`src/rtl/alu_ctrl_issue.sv`:
```
// DLX decode/issue stage: decodes instructions into ALU select lines and issues them over valid/ready.
// An output register plus one-entry skid buffer keeps in_ready a plain register output.
module alu_ctrl_issue #(
    parameter int CNT_W = 16
) (
    input  logic             clk,
    input  logic             rst_n,
    input  logic             flush,
    input  logic             in_valid,
    output logic             in_ready,
    input  logic [31:0]      in_instr,
    output logic             out_valid,
    input  logic             out_ready,
    output logic [5:0]       out_ctl,
    output logic [4:0]       out_rs1,
    output logic [4:0]       out_rs2,
    output logic [4:0]       out_rd,
    output logic [31:0]      out_imm,
    output logic             out_use_imm,
    output logic             out_illegal,
    output logic [CNT_W-1:0] issue_cnt
);

    typedef struct packed {
        logic [5:0]  ctl;
        logic [4:0]  rs1;
        logic [4:0]  rs2;
        logic [4:0]  rd;
        logic [31:0] imm;
        logic        use_imm;
        logic        illegal;
    } op_t;

    localparam logic [5:0] CTL_AND  = 6'b000000;
    localparam logic [5:0] CTL_OR   = 6'b000001;
    localparam logic [5:0] CTL_XOR  = 6'b000010;
    localparam logic [5:0] CTL_PASS = 6'b000011;
    localparam logic [5:0] CTL_ADD  = 6'b100000;
    localparam logic [5:0] CTL_SUB  = 6'b100001;
    localparam logic [5:0] CTL_ADDU = 6'b100010;
    localparam logic [5:0] CTL_SUBU = 6'b100011;
    localparam logic [5:0] CTL_SLL  = 6'b101000;
    localparam logic [5:0] CTL_SRL  = 6'b101010;
    localparam logic [5:0] CTL_SRA  = 6'b101011;

    op_t dec;
    op_t out_reg, out_next, skid_reg, skid_next;
    logic out_valid_reg, out_valid_next;
    logic skid_valid_reg, skid_valid_next;
    logic in_ready_reg;
    logic [CNT_W-1:0] cnt_reg;
    logic accept, out_fire, out_free;
    logic [15:0] imm16;
    logic [31:0] imm_sext, imm_zext;

    assign imm16    = in_instr[15:0];
    assign imm_sext = {{16{imm16[15]}}, imm16};
    assign imm_zext = {16'h0000, imm16};

    always_comb begin
        dec         = '0;
        dec.rs1     = in_instr[25:21];
        dec.illegal = 1'b0;
        if (in_instr[31:26] == 6'h00) begin
            dec.rs2 = in_instr[20:16];
            dec.rd  = in_instr[15:11];
            case (in_instr[5:0])
                6'h20: dec.ctl = CTL_ADD;
                6'h21: dec.ctl = CTL_ADDU;
                6'h22: dec.ctl = CTL_SUB;
                6'h23: dec.ctl = CTL_SUBU;
                6'h24: dec.ctl = CTL_AND;
                6'h25: dec.ctl = CTL_OR;
                6'h26: dec.ctl = CTL_XOR;
                6'h04: dec.ctl = CTL_SLL;
                6'h06: dec.ctl = CTL_SRL;
                6'h07: dec.ctl = CTL_SRA;
                6'h28, 6'h29, 6'h2A, 6'h2B, 6'h2C, 6'h2D:
                    dec.ctl = {3'b110, in_instr[2:0] - 3'd0};
                default: dec.illegal = 1'b1;
            endcase
        end else begin
            dec.rd      = in_instr[20:16];
            dec.use_imm = 1'b1;
            dec.imm     = imm_zext;
            case (in_instr[31:26])
                6'h08: begin dec.ctl = CTL_ADD; dec.imm = imm_sext; end
                6'h09: dec.ctl = CTL_ADDU;
                6'h0A: begin dec.ctl = CTL_SUB; dec.imm = imm_sext; end
                6'h0B: dec.ctl = CTL_SUBU;
                6'h0C: dec.ctl = CTL_AND;
                6'h0D: dec.ctl = CTL_OR;
                6'h0E: dec.ctl = CTL_XOR;
                6'h0F: begin dec.ctl = CTL_PASS; dec.imm = {imm16, 16'h0000}; end
                6'h14: dec.ctl = CTL_SLL;
                6'h16: dec.ctl = CTL_SRL;
                6'h17: dec.ctl = CTL_SRA;
                default: begin
                    dec.illegal = 1'b1;
                    dec.use_imm = 1'b0;
                    dec.imm     = '0;
                end
            endcase
        end
    end

    // The skid entry is only ever filled while in_ready is high, so it is empty whenever accept is set.
    assign accept   = in_valid && in_ready_reg && !flush;
    assign out_fire = out_valid_reg && out_ready;
    assign out_free = !out_valid_reg || out_ready;

    always_comb begin
        out_next        = out_reg;
        out_valid_next  = out_valid_reg;
        skid_next       = skid_reg;
        skid_valid_next = skid_valid_reg;
        if (flush) begin
            out_valid_next  = 1'b0;
            skid_valid_next = 1'b0;
        end else if (out_free) begin
            if (skid_valid_reg) begin
                out_next        = skid_reg;
                out_valid_next  = 1'b1;
                skid_valid_next = 1'b0;
            end else if (accept) begin
                out_next       = dec;
                out_valid_next = 1'b1;
            end else begin
                out_valid_next = 1'b0;
            end
        end else if (accept) begin
            skid_next       = dec;
            skid_valid_next = 1'b1;
        end
    end

    always_ff @(posedge clk or negedge rst_n) begin
        if (!rst_n) begin
            out_reg        <= '0;
            skid_reg       <= '0;
            out_valid_reg  <= 1'b0;
            skid_valid_reg <= 1'b0;
            in_ready_reg   <= 1'b1;
            cnt_reg        <= '0;
        end else begin
            out_reg        <= out_next;
            skid_reg       <= skid_next;
            out_valid_reg  <= out_valid_next;
            skid_valid_reg <= skid_valid_next;
            in_ready_reg   <= !skid_valid_next;
            if (out_fire && !out_reg.illegal && (cnt_reg != {CNT_W{1'b1}}))
                cnt_reg <= cnt_reg + 1'b1;
        end
    end

    assign in_ready    = in_ready_reg;
    assign out_valid   = out_valid_reg;
    assign out_ctl     = out_reg.ctl;
    assign out_rs1     = out_reg.rs1;
    assign out_rs2     = out_reg.rs2;
    assign out_rd      = out_reg.rd;
    assign out_imm     = out_reg.imm;
    assign out_use_imm = out_reg.use_imm;
    assign out_illegal = out_reg.illegal;
    assign issue_cnt   = cnt_reg;

endmodule
```
`config.mk`:
```
export PLATFORM = sky130hd
export DESIGN_NAME = alu_ctrl_issue
export DESIGN_NICKNAME = d
export VERILOG_FILES = /design/src/rtl/alu_ctrl_issue.sv
export SDC_FILE = /design/constraint.sdc
export NUM_CORES = 1
export LEC_CHECK = 0
export ABC_AREA = 1
export BUFFER_PORTS_ARGS = -buffer_cell sky130_fd_sc_hd__buf_2
export CAP_MARGIN = 40
export CORE_MARGIN = 2
export CORE_UTILIZATION = 60
export DETAILED_ROUTE_END_ITERATION = 10
export GPL_ROUTABILITY_DRIVEN = 0
export PLACE_DENSITY = 0.91
export REMOVE_ABC_BUFFERS = 1
export SYNTH_ARGS = -nofsm -noshare
export SYNTH_HDL_FRONTEND = slang
export SYNTH_SLANG_ARGS = --single-unit
```
`constraint.sdc`:
```
create_clock -name clk -period 3.9 [get_ports clk]
set_clock_uncertainty 0.1 [all_clocks]
set_input_delay 0.39 -clock clk [delete_from_list [all_inputs] [get_ports clk]]
set_output_delay 0.39 -clock clk [all_outputs]
set_load 0.1 [all_outputs]
```
==> results.txt <==
The run finished with clean final reports. STA puts the critical path data required time at 4.20 ns. Clock tree synthesis inserted a total of 17 buffers. Power spread over the standard cell area amounts to 623 mW/mm2.

Data on the critical path arrives at its endpoint at 2.75 ns. The number of different library cells used by synthesis comes to 32. In the synthesized netlist the dominant register cell turns out to be dfrtp_1. The first detailed-routing pass ran for 7 iterations. The worst setup path is launched from a flip-flop.

The total number of vias was 6,009; the x dimension of the die was 108 um. The tools report the capture point of the worst reg-to-reg path as out_imm[18]$_DFFE_PN0P_. The number of enable-type register cells in the synthesized netlist works out to 0. The number of storage elements in the synthesis netlist works out to 129. The critical path starts at skid_valid_reg$_DFF_PN0_. Actual transition at the worst max-transition pin: 0.906 ns. The flop-to-flop setup slack was 1.45 ns; the fraction of layout cells with a size suffix above 1 was 0.189. The multi-input combinational cells in the finished layout cover a total of 0.00272 mm2. The portion of the clock cycle consumed by the worst path in the final layout works out to 0.629. After detailed routing, the number of vias per cell comes to 5.58. In this run the deepest clock path goes through 2 buffers. CTS placed an instance of clkbuf_8 at the clock tree root. Number of endpoints with negative hold slack in the final report: 0. After detailed routing, the average wire length per cell comes to 14.7 um.

CTS built an H-tree with a depth of 4. In this run the static leakage power is 4.17 nW. After filler insertion, the fill cell instance count of the layout stands at 768. The antenna diode instance count is 0. Hold is met by 0.0217 ns.

After detailed routing, the total wire length is 15,800 um. For the number of top-level pins, the log shows 110. For this run, the post-layout net count is 966.

The average footprint of a synthesized cell is 7.71 um2, and the placeable core region is 0.0104 mm2. Setup repair after global routing left no endpoint under its margin. The starting density of the core is 0.622. The count of yosys warnings during synthesis was 0.

For the total global-route track usage, the log shows 0.289. The tools report the destination of the worst hold path as skid_reg[43]$_DFFE_PN0P_. The number of global-route vias before repair was 5,712; the initial DRC count was 625.

For this run, the top clock speed supported by timing is 408 MHz. In this run the vertical extent of the chip is 108 um. For the post-synthesis sequential area ratio, the log shows 0.500. The worst register-to-register path begins at skid_valid_reg$_DFF_PN0_. The worst slack at placement is 1.50 ns. Clock-pin slew was measured on the worst setup and hold paths at 0.06 ns.

Clock latency at the later pin of the worst-skew pair: 0.52 ns. The worst setup path is captured at a flip-flop. Across the run, the number of max-cap violations was 0. Setup slack on the critical path of the routed design comes to 1.45 ns. Summing every instance area after synthesis gives 0.00645 mm2. Along the worst path, the maximum fanout reaches 82. The number of sinks on the clock net is 129. The run gives 0 as the initial antenna violation count. The placed wire-length estimate after detailed placement was 9540 um.

TritonCTS built the clock tree. Summed over all layers, the global routing overflow is 0. Summing all flip-flop and latch instances after layout gives 0.00323 mm2. Setup violations remaining at the end of the flow were counted as 0. The area growth from synthesis to layout is 17.9%. In this run the most critical hold path is launched from in_instr[20]. The logs give 37 for the row count and 0.0116 mm2 for the area enclosed by the die boundary. The logs give 0 for the remaining antenna violation count and 0.734 for the utilization of the core after routing. Max-slew headroom at the worst pin: 0.395. The number of buffers added for setup after CTS is 0.

The class of the tightest hold or removal check is in -> reg. After technology mapping, the gate count stands at 837. The async set-reset flop share out of synthesis came out at 1.00. The depth of the worst register-to-register path is 8, and the final critical-path required period is 2.45 ns. Type of the worst setup path: reg -> reg.

The DRC violation count after routing was 0; the flip-flop count of the largest register, all copies and words added was 55. The worst hold path passes through 3 cells. The largest net degree at the start of global routing is 83. Input and output buffers added on the ports amount to 109. Across the VDD grid, the largest voltage drop is 0.500 mV. Count of final max-slew check failures: 0. The first global-routing pass estimated 26,800 um of wire.
## stage by stage
step / instances / setup TNS [ns] / total power, mW / area [um2]
floorplan: 793 / -17.74 / 2.90 / 6220
global placement: 1043 / 0 / 3.17 / 7000
detailed placement: 1044 / 0 / 3.21 / 7020
CTS: 1076 / 0 / 4.74 / 7610
global route: 1076 / 0 / 4.92 / 7610
finish: 1076 / 0 / 4.74 / 7610
## critical path: stages, from the launching register on
cell,delay [ns]
dfrtp_1,0.39
inv_2,0.05
buf_4,0.48
nand2_1,0.19
nand3_4,0.12
buf_4,0.63
a21oi_1,0.08
o21ai_0,0.13
nand2_1,0.08
## routing by layer
metal  part of all wire  GRT usage
met1               0.43      0.394
met2               0.48      0.457
met3              0.074     0.0623
met4              0.022      0.106
met5                  0          0
## cell usage after synthesis (all sizes together) (3+ instances only)
cell | count | area [um2]
nor2 | 75 | 307
a21oi | 26 | 130
nand3 | 45 | 240
clkbuf | 20 | 75.1
nand4 | 4 | 25.0
nor3 | 6 | 46.3
xor2 | 14 | 123
a21boi | 7 | 52.6
o21a | 3 | 22.5
a31oi | 4 | 25.0
nand2 | 271 | 1030
or2 | 9 | 56.3
o21ai | 122 | 629
buf | 24 | 159
dfrtp | 128 | 3200
inv | 76 | 285
## where the power goes
part	internal, mW	switching (mW)	leakage, nW
Clock	0.942	0.601	0.280
Sequential	1.54	0.138	1.69
Combinational	0.254	1.27	2.20
Total	2.73	2.01	4.17
## repair_timing
item / in CTS / in global routing
gates resized for setup: 0 / 0
hold buffers: 1 / 0
endpoints found under the hold margin: 63 / 0
## cell families (layout without fill, tap and decap cells)
group / count (synthesis) / in the layout / share of synthesized area
xor+xnor: 14 / 14 / 0.0190
buf+inv: 120 / 223 / 0.0805
compound gates: 162 / 162 / 0.133
flops: 129 / 129 / 0.500
simple gates: 411 / 411 / 0.265
fa+ha+maj: 1 / 1 / 0.00194
## how the worst max path moves through the flow
stage	end	slack (ns)	depth (start not counted)
2_1_floorplan	out_imm[0]$_DFFE_PN0P_	-0.64	6
3_3_place_gp	skid_reg[7]$_DFFE_PN0P_	1.55	10
3_5_place_dp	out_imm[18]$_DFFE_PN0P_	1.50	8
4_1_cts	out_imm[18]$_DFFE_PN0P_	1.49	8
5_1_grt	out_rd[3]$_DFFE_PN0P_	1.28	8
6_report	out_imm[18]$_DFFE_PN0P_	1.45	8
## layout by cell type (no fill, tap or decap), types with 3 or more instances in the layout
master / count
nor2_4: 4
buf_2: 108
nor2_1: 71
xor2_1: 14
a31oi_1: 4
nor3_1: 4
clkbuf_16: 16
clkbuf_8: 3
dfrtp_1: 128
inv_1: 72
o21ai_2: 5
clkinv_4: 3
nand4_1: 4
o21ai_0: 100
nand2_2: 4
a21oi_1: 26
nand3_2: 3
or2_2: 8
inv_2: 4
buf_4: 5
o21ai_1: 17
clkinv_2: 3
o21a_1: 3
a21boi_1: 7
nand3_1: 41
nand2_1: 267
## layout make-up
cell class | count | share of cell area
Inverter | 76 | 0.0375
Clock buffer | 19 | 0.0580
Clock inverter | 12 | 0.0176
Multi-Input combinational cell | 588 | 0.358
Timing Repair Buffer | 116 | 0.0825
Sequential cell | 129 | 0.424
Tap cell | 136 | 0.0224
Power figures use the tool's default switching activity.
